## config.mk

```make
export PLATFORM = sky130hd
export DESIGN_NAME = fifo_axis_reader
export DESIGN_NICKNAME = d
export VERILOG_FILES = /design/src/rtl/fifo_axis_reader.sv
export SDC_FILE = /design/constraint.sdc
export NUM_CORES = 1
export LEC_CHECK = 0
export CAP_MARGIN = 20
export CORE_UTILIZATION = 40
export DETAILED_ROUTE_END_ITERATION = 10
export GPL_TIMING_DRIVEN = 0
export HOLD_SLACK_MARGIN = 0.03
export PLACE_DENSITY = 0.59
export RECOVER_POWER = 100
export SLEW_MARGIN = 10
export SYNTH_ARGS = -nofsm -noshare
export SYNTH_HDL_FRONTEND = slang
export SYNTH_SLANG_ARGS = --single-unit
```

## constraint.sdc

```tcl
create_clock -name i_clk -period 6.2 [get_ports i_clk]
set_input_delay 1.55 -clock i_clk [delete_from_list [all_inputs] [get_ports i_clk]]
set_output_delay 1.55 -clock i_clk [all_outputs]
set_load 0.005 [all_outputs]
```

## src/rtl/fifo_axis_reader.sv

```systemverilog
// Drains sync_fifo's read port into an AXI4-Stream master with TLAST every PACKET_LEN beats.
// Optional statistics ports (packet count, sticky underrun) are enabled by FIFO_AXIS_READER_STATS_EN.
module fifo_axis_reader #(
   parameter int DATA_WIDTH = 8,
   parameter int PACKET_LEN = 16
) (
   input  logic                  i_clk,
   input  logic                  i_a_rst_n,
   input  logic                  i_enable,
   output logic                  o_fifo_rd_en,
   input  logic [DATA_WIDTH-1:0] i_fifo_rd_data,
   input  logic                  i_fifo_rd_valid,
   input  logic                  i_fifo_empty,
   output logic [DATA_WIDTH-1:0] o_m_axis_tdata,
   output logic                  o_m_axis_tvalid,
   output logic                  o_m_axis_tlast,
   input  logic                  i_m_axis_tready,
`ifdef FIFO_AXIS_READER_STATS_EN
   input  logic                  i_stats_clr,
   output logic [15:0]           o_pkt_count,
   output logic                  o_underrun,
`endif
   output logic                  o_busy
);

   localparam int CW = (PACKET_LEN > 1) ? $clog2(PACKET_LEN) : 1;
   localparam logic [CW-1:0] LAST_IDX = CW'(PACKET_LEN - 1);

   typedef enum logic [1:0] {IDLE, RUN, DRAIN_PKT, DRAIN_BUF} state_e;

   state_e                state_q, state_d;
   logic [1:0]            occ_q, occ_d;
   logic                  inflight_q;
   logic [DATA_WIDTH-1:0] buf0_q, buf0_d, buf1_q, buf1_d;
   logic [CW-1:0]         fetch_q, fetch_d, beat_q, beat_d;
   logic                  pop, capture, read_allowed;

   assign pop     = o_m_axis_tvalid && i_m_axis_tready;
   assign capture = i_fifo_rd_valid;

   assign o_m_axis_tvalid = (occ_q != 2'd0);
   assign o_m_axis_tdata  = buf0_q;
   assign o_m_axis_tlast  = o_m_axis_tvalid && (beat_q == LAST_IDX);

   always_ff @(posedge i_clk or negedge i_a_rst_n) begin
      if (!i_a_rst_n) begin
         state_q <= IDLE;
      end else begin
         state_q <= state_d;
      end
   end

   always_comb begin
      state_d = state_q;
      case (state_q)
         IDLE:      if (i_enable) state_d = RUN;
         RUN:       if (!i_enable) state_d = (fetch_q == '0) ? DRAIN_BUF : DRAIN_PKT;
         DRAIN_PKT: begin
            if (i_enable) state_d = RUN;
            else if (fetch_q == '0) state_d = DRAIN_BUF;
         end
         DRAIN_BUF: if ((occ_q == 2'd0) && !inflight_q) state_d = IDLE;
         default:   state_d = IDLE;
      endcase
   end

   // A packet boundary with enable low must not fetch the first word of a packet we won't finish.
   always_comb begin
      read_allowed = 1'b0;
      case (state_q)
         RUN:       read_allowed = i_enable || (fetch_q != '0);
         DRAIN_PKT: read_allowed = (fetch_q != '0);
         default:   read_allowed = 1'b0;
      endcase
      o_fifo_rd_en = read_allowed && !i_fifo_empty
                     && ((occ_q + {1'b0, inflight_q}) < 2'd2);
      o_busy       = (state_q != IDLE) || (occ_q != 2'd0);
   end

   // buf0 is always the head; a pop shifts buf1 forward before any new capture lands.
   always_comb begin
      buf0_d = buf0_q;
      buf1_d = buf1_q;
      occ_d  = occ_q;
      case ({capture, pop})
         2'b11: begin
            if (occ_q == 2'd2) begin
               buf0_d = buf1_q;
               buf1_d = i_fifo_rd_data;
            end else begin
               buf0_d = i_fifo_rd_data;
            end
         end
         2'b01: begin
            buf0_d = buf1_q;
            occ_d  = occ_q - 2'd1;
         end
         2'b10: begin
            if (occ_q == 2'd0) buf0_d = i_fifo_rd_data;
            else               buf1_d = i_fifo_rd_data;
            occ_d = occ_q + 2'd1;
         end
         default: ;
      endcase
   end

   always_comb begin
      fetch_d = fetch_q;
      beat_d  = beat_q;
      if (o_fifo_rd_en) fetch_d = (fetch_q == LAST_IDX) ? '0 : fetch_q + CW'(1);
      if (pop)          beat_d  = (beat_q == LAST_IDX) ? '0 : beat_q + CW'(1);
   end

   always_ff @(posedge i_clk or negedge i_a_rst_n) begin
      if (!i_a_rst_n) begin
         occ_q      <= 2'd0;
         inflight_q <= 1'b0;
         buf0_q     <= '0;
         buf1_q     <= '0;
         fetch_q    <= '0;
         beat_q     <= '0;
      end else begin
         occ_q      <= occ_d;
         inflight_q <= o_fifo_rd_en;
         buf0_q     <= buf0_d;
         buf1_q     <= buf1_d;
         fetch_q    <= fetch_d;
         beat_q     <= beat_d;
      end
   end

`ifdef FIFO_AXIS_READER_STATS_EN
   logic [15:0] pkt_count_q;
   logic        underrun_q;
   logic        underrun_event;

   assign underrun_event = ((state_q == RUN) || (state_q == DRAIN_PKT)) && (beat_q != '0)
                           && (occ_q == 2'd0) && i_fifo_empty;

   always_ff @(posedge i_clk or negedge i_a_rst_n) begin
      if (!i_a_rst_n) begin
         pkt_count_q <= 16'd0;
         underrun_q  <= 1'b0;
      end else if (i_stats_clr) begin
         pkt_count_q <= 16'd0;
         underrun_q  <= 1'b0;
      end else begin
         if (pop && o_m_axis_tlast) pkt_count_q <= pkt_count_q + 16'd1;
         if (underrun_event)        underrun_q  <= 1'b1;
      end
   end

   assign o_pkt_count = pkt_count_q;
   assign o_underrun  = underrun_q;
`endif

endmodule
```

==> impl_metrics.py, run 1 <==
metrics = {
    "status": {
        "status": "complete, but fails checks",
        "violations": "max-capacitance violations, max-slew violations",
    },
    "layout": {
        "final_util_pct": 50.8,
        "syn2layout_area_growth_pct": 20.6,
        "drive_gt1_share_pct": 12.2,
        "regArea_um2": 726,
        "layout_common_cells": "29 x dfrtp_1, 27 x nand2_1, 13 x dlygate4sd3_1",
        "fin_area_um2": 2050,
        "layout_commonest_cell": "dfrtp_1",
        "num-fill-cells": 365,
        "nets": 220,
        "multi_input_area_um2": 845,
        "diodes": 0,
    },
    "pwr": {
        "peakVddDrop_mv": 0.167,
        "p_switching_uw": 390,
        "pwr-share-seq_pct": 36.0,
        "power_leakage_nw": 0.941,
        "pwr-share-clk_pct": 15.1,
        "internal-power_uw": 596,
        "swShare_pct": 39.5,
        "combinationalPowerShare_pct": 48.9,
        "powerDensity_nw_per_um2": 481,
    },
    "critical_path": {
        "cp_common_cell": "dlygate4sd3_1",
        "cp_cell_sequence": "dlygate4sd3_1 > and2_0 > o22ai_4 > nor2_1 > dlygate4sd3_1",
        "slowest_stage": "dlygate4sd3_1",
        "cp.required_ns": 4.65,
        "critical_path_class": "in2out",
        "cp.arrival_ns": 3.42,
        "worstSetupStartpointType": "primary input",
        "slowest_delay_ns": 0.63,
        "path_max_fanout": 5,
        "worstSetupEndpointType": "primary output",
    },
    "sta": {
        "period_share_pct": 80.1,
        "skew_ns": 0.00417,
        "finalSetupViolCount": 0,
        "rsz0062_at_grt": "false",
        "tightest_slew_ns": 1.57,
        "slew_headroom_pct": -4.79,
        "tns_ns": 0,
        "slew_viol_final": 30,
        "finalHoldViolations": 0,
        "fin_ws_ns": 1.23,
        "max_freq_mhz": 201,
        "fin_crit_ns": 4.97,
    },
    "drt": {
        "wl_per_cell_um": 15.2,
        "wl_met2_um": 1780,
        "route.met3.wl_um": 168,
        "wl_um": 3750,
        "wl_met1_um": 1720,
        "viasPerCell": 5.55,
        "drt_iter0_drc": 105,
        "dr.max_layer_used": "met4",
        "ant_nets": 0,
        "via_count": 1365,
        "drt-pass1-iter-count": 4,
        "drc": 0,
    },
    "placement": {
        "dp_slack_ns": 1.48,
        "gp_congestion": 0.707,
        "hpwl_um": 2640,
        "io_buffers": 25,
        "place_area_um2": 2010,
    },
    "clocking": {
        "cts.repair.resized": 0,
        "cts_root_buf": "clkbuf_8",
        "cts.sinks": 29,
        "clk_pin_slew_ns": 0.06,
        "cts_tree": "done",
        "cts_buffers": 5,
        "hold_buffers": 0,
        "htree_levels": 2,
        "clk_latency_ns": 0.28,
        "ctsLongestPathBuffers": 2,
        "postCtsSetupBuffers": 0,
    },
    "floorplanning": {
        "fp.dieArea_um2": 4510,
        "die_width_um": 67.2,
        "io_pins": 26,
        "die_h_um": 67.2,
        "num_rows": 23,
        "initial_core_util_pct": 42.1,
        "core_um2": 4030,
    },
    "logic_synthesis": {
        "ys_seq_elements": 29,
        "syn_area_um2": 1700,
        "synthCells": 163,
        "synth.avg_cell_area_um2": 10.4,
        "yosys_warnings": 0,
        "synth_fp_nets": 188,
        "seq_area_frac_synth_pct": 42.7,
        "ys_types": 37,
    },
    "grt": {
        "grt_pass1_vias": 1316,
        "antenna_found_initial": 0,
        "grt_max_degree": 30,
        "grt.overflow.total": 0,
        "grt_pass1_wl_um": 6150,
        "grt.total_usage_pct": 19.1,
    },
    "flow_run": {
        "cap_violations": 1,
    },
    "hold_path": {
        "hold_path_class": "reg2reg",
    },
}
==> Yosys cell counts <==
cell type / instances / share of area (%)
a211oi_4: 1 / 1.2
a21o_1: 8 / 3.5
a21oi_1: 5 / 1.5
a21oi_4: 1 / 0.96
a221oi_1: 8 / 4.1
a221oi_4: 1 / 1.5
a2bb2oi_1: 1 / 0.52
a311oi_1: 8 / 4.1
a31oi_1: 2 / 0.74
and2_1: 1 / 0.37
and3_1: 1 / 0.37
buf_1: 2 / 0.44
buf_2: 2 / 0.59
buf_6: 2 / 1.3
clkbuf_1: 2 / 0.44
dfrtp_1: 29 / 43
ha_1: 11 / 8.1
inv_1: 10 / 2.2
inv_2: 1 / 0.22
mux2_2: 10 / 6.6
nand2_1: 27 / 6.0
nand2b_1: 1 / 0.37
nand3_1: 2 / 0.59
nand4_1: 1 / 0.37
nor2_1: 5 / 1.1
nor2_2: 2 / 0.74
nor2b_1: 2 / 0.74
nor3_1: 2 / 0.59
o211ai_1: 2 / 0.88
o21ai_0: 3 / 0.88
o21ai_2: 1 / 0.52
o22ai_4: 1 / 1.2
o2bb2ai_1: 1 / 0.52
or3_4: 1 / 0.66
or3b_4: 1 / 0.66
xnor2_1: 2 / 1.0
xor2_1: 3 / 1.5
==> power by group through the flow <==
stage | clock network, mW | logic, mW | registers (mW)
finish | 0.149 | 0.482 | 0.355
global route | 0.161 | 0.541 | 0.368
detailed placement | 0 | 0.525 | 0.361
CTS | 0.155 | 0.527 | 0.357
floorplan | 0 | 0.365 | 0.346
global placement | 0 | 0.504 | 0.352
==> routing by layer <==
layer / up-vias / global-route usage, %
met4: 0 / 10.4
met1: 666 / 24.4
met2: 42 / 29.3
li1: 647 / -
met3: 10 / 4.90
met5: - / 0
==> final timing paths <==
kind	slack [ns]	depth (start not counted)	endpoint	startpoint
setup reg to reg	3.18	6	buf1_q[0]$_DFFE_PN0P_	occ_q[0]$_DFFE_PN0N_
max in group asynchronous	3.63	1	beat_q[3]$_DFFE_PN0P_	i_a_rst_n
hold reg to reg	0.47	1	o_m_axis_tdata[1]$_DFFE_PN0P_	o_m_axis_tdata[1]$_DFFE_PN0P_
hold / removal	0.47	1	o_m_axis_tdata[1]$_DFFE_PN0P_	o_m_axis_tdata[1]$_DFFE_PN0P_
setup / recovery	1.23	5	o_fifo_rd_en	i_enable
min in group asynchronous	1.65	1	o_m_axis_tdata[4]$_DFFE_PN0P_	i_a_rst_n
==> cell type report <==
| type | instances | area share [%] |
|---|---|---|
| Clock inverter | 2 | 0.489 |
| Inverter | 11 | 2.02 |
| Multi-Input combinational cell | 115 | 41.2 |
| Sequential cell | 29 | 35.4 |
| Buffer | 8 | 2.32 |
| Tap cell | 50 | 3.05 |
| Clock buffer | 6 | 3.54 |
| Timing Repair Buffer | 25 | 11.9 |
==> through the flow <==
stage               cells  total power, mW  hold slack (ns)
global route          246             1.07            0.494
CTS                   246             1.04            0.479
finish                246            0.986            0.469
global placement      238            0.856            0.459
floorplan             163            0.711            0.451
detailed placement    238            0.885            0.466
==> logic make-up after synthesis <==
kind of cell,synth area share [%]
adder cells (fa/ha/maj),8.11
AND/OR/NAND/NOR,12.5
AO/OA/AOI/OAI,22.2
XOR/XNOR,2.58
buffers and inverters,5.23
multiplexers,6.63
flip-flops,42.7
==> state kept, by name, summed over array words and instances, names as in the netlist <==
signal	flops
occ_q	2
fetch_q	4
inflight_q	1
buf1_q	8
o_m_axis_tdata	8
state_q	2
beat_q	4
==> critical path: cells and delay by family <==
family                 cells  cell delay, ns
buffers and inverters      2            1.20
and+or+nand+nor            2            0.55
AOI/OAI and AO/OA          1            0.11
Power figures use the tool's default switching activity.
==> run 2: changes to the inputs <==
- PLACE_DENSITY: 0.59 -> 0.62
- clock period: 6.2 -> 4.05 ns (I/O delays scaled with it)
==> impl_metrics.py, run 2 (synthesis gave the netlist of run 1 again) <==
metrics = {
    "drt": {
        "wl_um": 3610,
        "viasPerCell": 5.50,
        "wl_per_cell_um": 14.7,
        "drt-pass1-iter-count": 4,
        "drc": 0,
        "ant_nets": 0,
        "via_count": 1354,
        "drt_iter0_drc": 93,
    },
    "sta": {
        "tns_ns": 0,
        "max_freq_mhz": 267,
        "rsz0062_at_grt": "false",
        "fin_crit_ns": 3.74,
        "slew_headroom_pct": -5.56,
        "hold_slack_ns": 0.468,
        "slew_viol_final": 30,
        "finalSetupViolCount": 0,
        "period_share_pct": 92.4,
        "finalHoldViolations": 0,
        "tightest_slew_ns": 1.58,
        "skew_ns": 0.00809,
    },
    "clocking": {
        "ctsLongestPathBuffers": 2,
        "hold_buffers": 0,
        "cts_buffers": 5,
        "htree_levels": 2,
        "postCtsSetupBuffers": 0,
        "clk_pin_slew_ns": 0.06,
        "cts_root_buf": "clkbuf_8",
        "clk_latency_ns": 0.28,
        "cts_tree": "done",
        "cts.sinks": 29,
        "cts.repair.resized": 0,
    },
    "floorplanning": {
        "io_pins": 26,
        "num_rows": 23,
        "initial_core_util_pct": 42.1,
        "die_h_um": 67.2,
        "fp.dieArea_um2": 4510,
        "die_width_um": 67.2,
        "core_um2": 4030,
    },
    "grt": {
        "grt_pass1_vias": 1387,
        "grt.overflow.total": 0,
        "grt.total_usage_pct": 18.2,
        "grt_pass1_wl_um": 6000,
        "antenna_found_initial": 0,
        "grt_max_degree": 30,
    },
    "hold_path": {
        "whs_path_depth": 1,
        "hp-start": "o_m_axis_tdata[6]$_DFFE_PN0P_",
        "min_to": "o_m_axis_tdata[6]$_DFFE_PN0P_",
        "hold_path_class": "reg2reg",
    },
    "flow_run": {
        "cap_violations": 1,
    },
    "critical_path": {
        "slowest_delay_ns": 0.57,
        "worstSetupStartpointType": "primary input",
        "worstSetupEndpointType": "primary output",
        "critical_path_class": "in2out",
        "cp.required_ns": 3.04,
        "critPathTopFamily": "buffers and inverters",
        "worst-path-buf-inv": 2,
        "r2r-end": "buf1_q[5]$_DFFE_PN0P_",
        "r2r-start": "occ_q[0]$_DFFE_PN0N_",
        "cp.arrival_ns": 2.73,
        "path_max_fanout": 5,
        "cp_cell_sequence": "clkdlybuf4s50_1 > and2_0 > o22ai_4 > nor2_1 > clkdlybuf4s50_1",
        "r2r_slack_ns": 0.91,
        "cp_common_cell": "clkdlybuf4s50_1",
        "r2r_cells": 6,
        "slowest_stage": "clkdlybuf4s50_1",
    },
    "layout": {
        "diodes": 0,
        "final_cells": 246,
        "syn2layout_area_growth_pct": 20.6,
        "layout_common_cells": "29 x dfrtp_1, 27 x nand2_1, 13 x clkdlybuf4s50_1",
        "layout_commonest_cell": "dfrtp_1",
        "nets": 220,
        "drive_gt1_share_pct": 12.8,
        "fin_area_um2": 2050,
    },
    "pwr": {
        "power_leakage_nw": 0.937,
        "powerDensity_nw_per_um2": 733,
        "peakVddDrop_mv": 0.319,
    },
    "status": {
        "violations": "max-capacitance violations, max-slew violations",
        "status": "complete, but fails checks",
    },
    "placement": {
        "post-place-cells": 238,
        "io_buffers": 25,
        "place_area_um2": 2010,
        "hpwl_um": 2600,
        "gp_congestion": 0.770,
    },
}
-- run 2: layout make-up --
type / count / area, µm²
Clock inverter: 2 / 10.0
Buffer: 8 / 47.5
Fill cell: 374 / 1980
Multi-Input combinational cell: 115 / 845
Inverter: 11 / 41.3
Sequential cell: 29 / 726
Clock buffer: 6 / 72.6
Tap cell: 50 / 62.6
Timing Repair Buffer: 25 / 244
-- run 2: worst max-delay path by stage --
stage	startpoint	to	slack, ns	depth (start not counted)
final	i_enable	o_fifo_rd_en	0.31	5
after global routing	i_enable	o_fifo_rd_en	0.21	5
after CTS	i_enable	o_fifo_rd_en	0.37	5
after detailed placement	i_enable	o_fifo_rd_en	0.38	5
after global placement	i_enable	o_fifo_rd_en	0.39	5
after floorplan	i_enable	o_fifo_rd_en	1.53	3
-- run 2: layer usage --
layer	track usage, %	share of wire, %	up-vias
met4	8.78	0.86	0
met5	0	0	-
li1	-	-	647
met2	30.9	50	41
met1	20.2	43	662
met3	6.42	5.8	4
-- run 2: where the power goes --
part,switching [mW],internal [mW]
Combinational,0.364,0.368
Clock,0.104,0.119
Sequential,0.117,0.429
-- run 2: stage by stage --
stage | worst slack [ns] | util, % | power, mW
floorplan | 1.53 | - | 1.09
global placement | 0.388 | 49.9 | 1.31
detailed placement | 0.381 | 49.8 | 1.34
CTS | 0.368 | 51.8 | 1.57
global route | 0.215 | 50.8 | 1.64
finish | 0.307 | 50.8 | 1.50
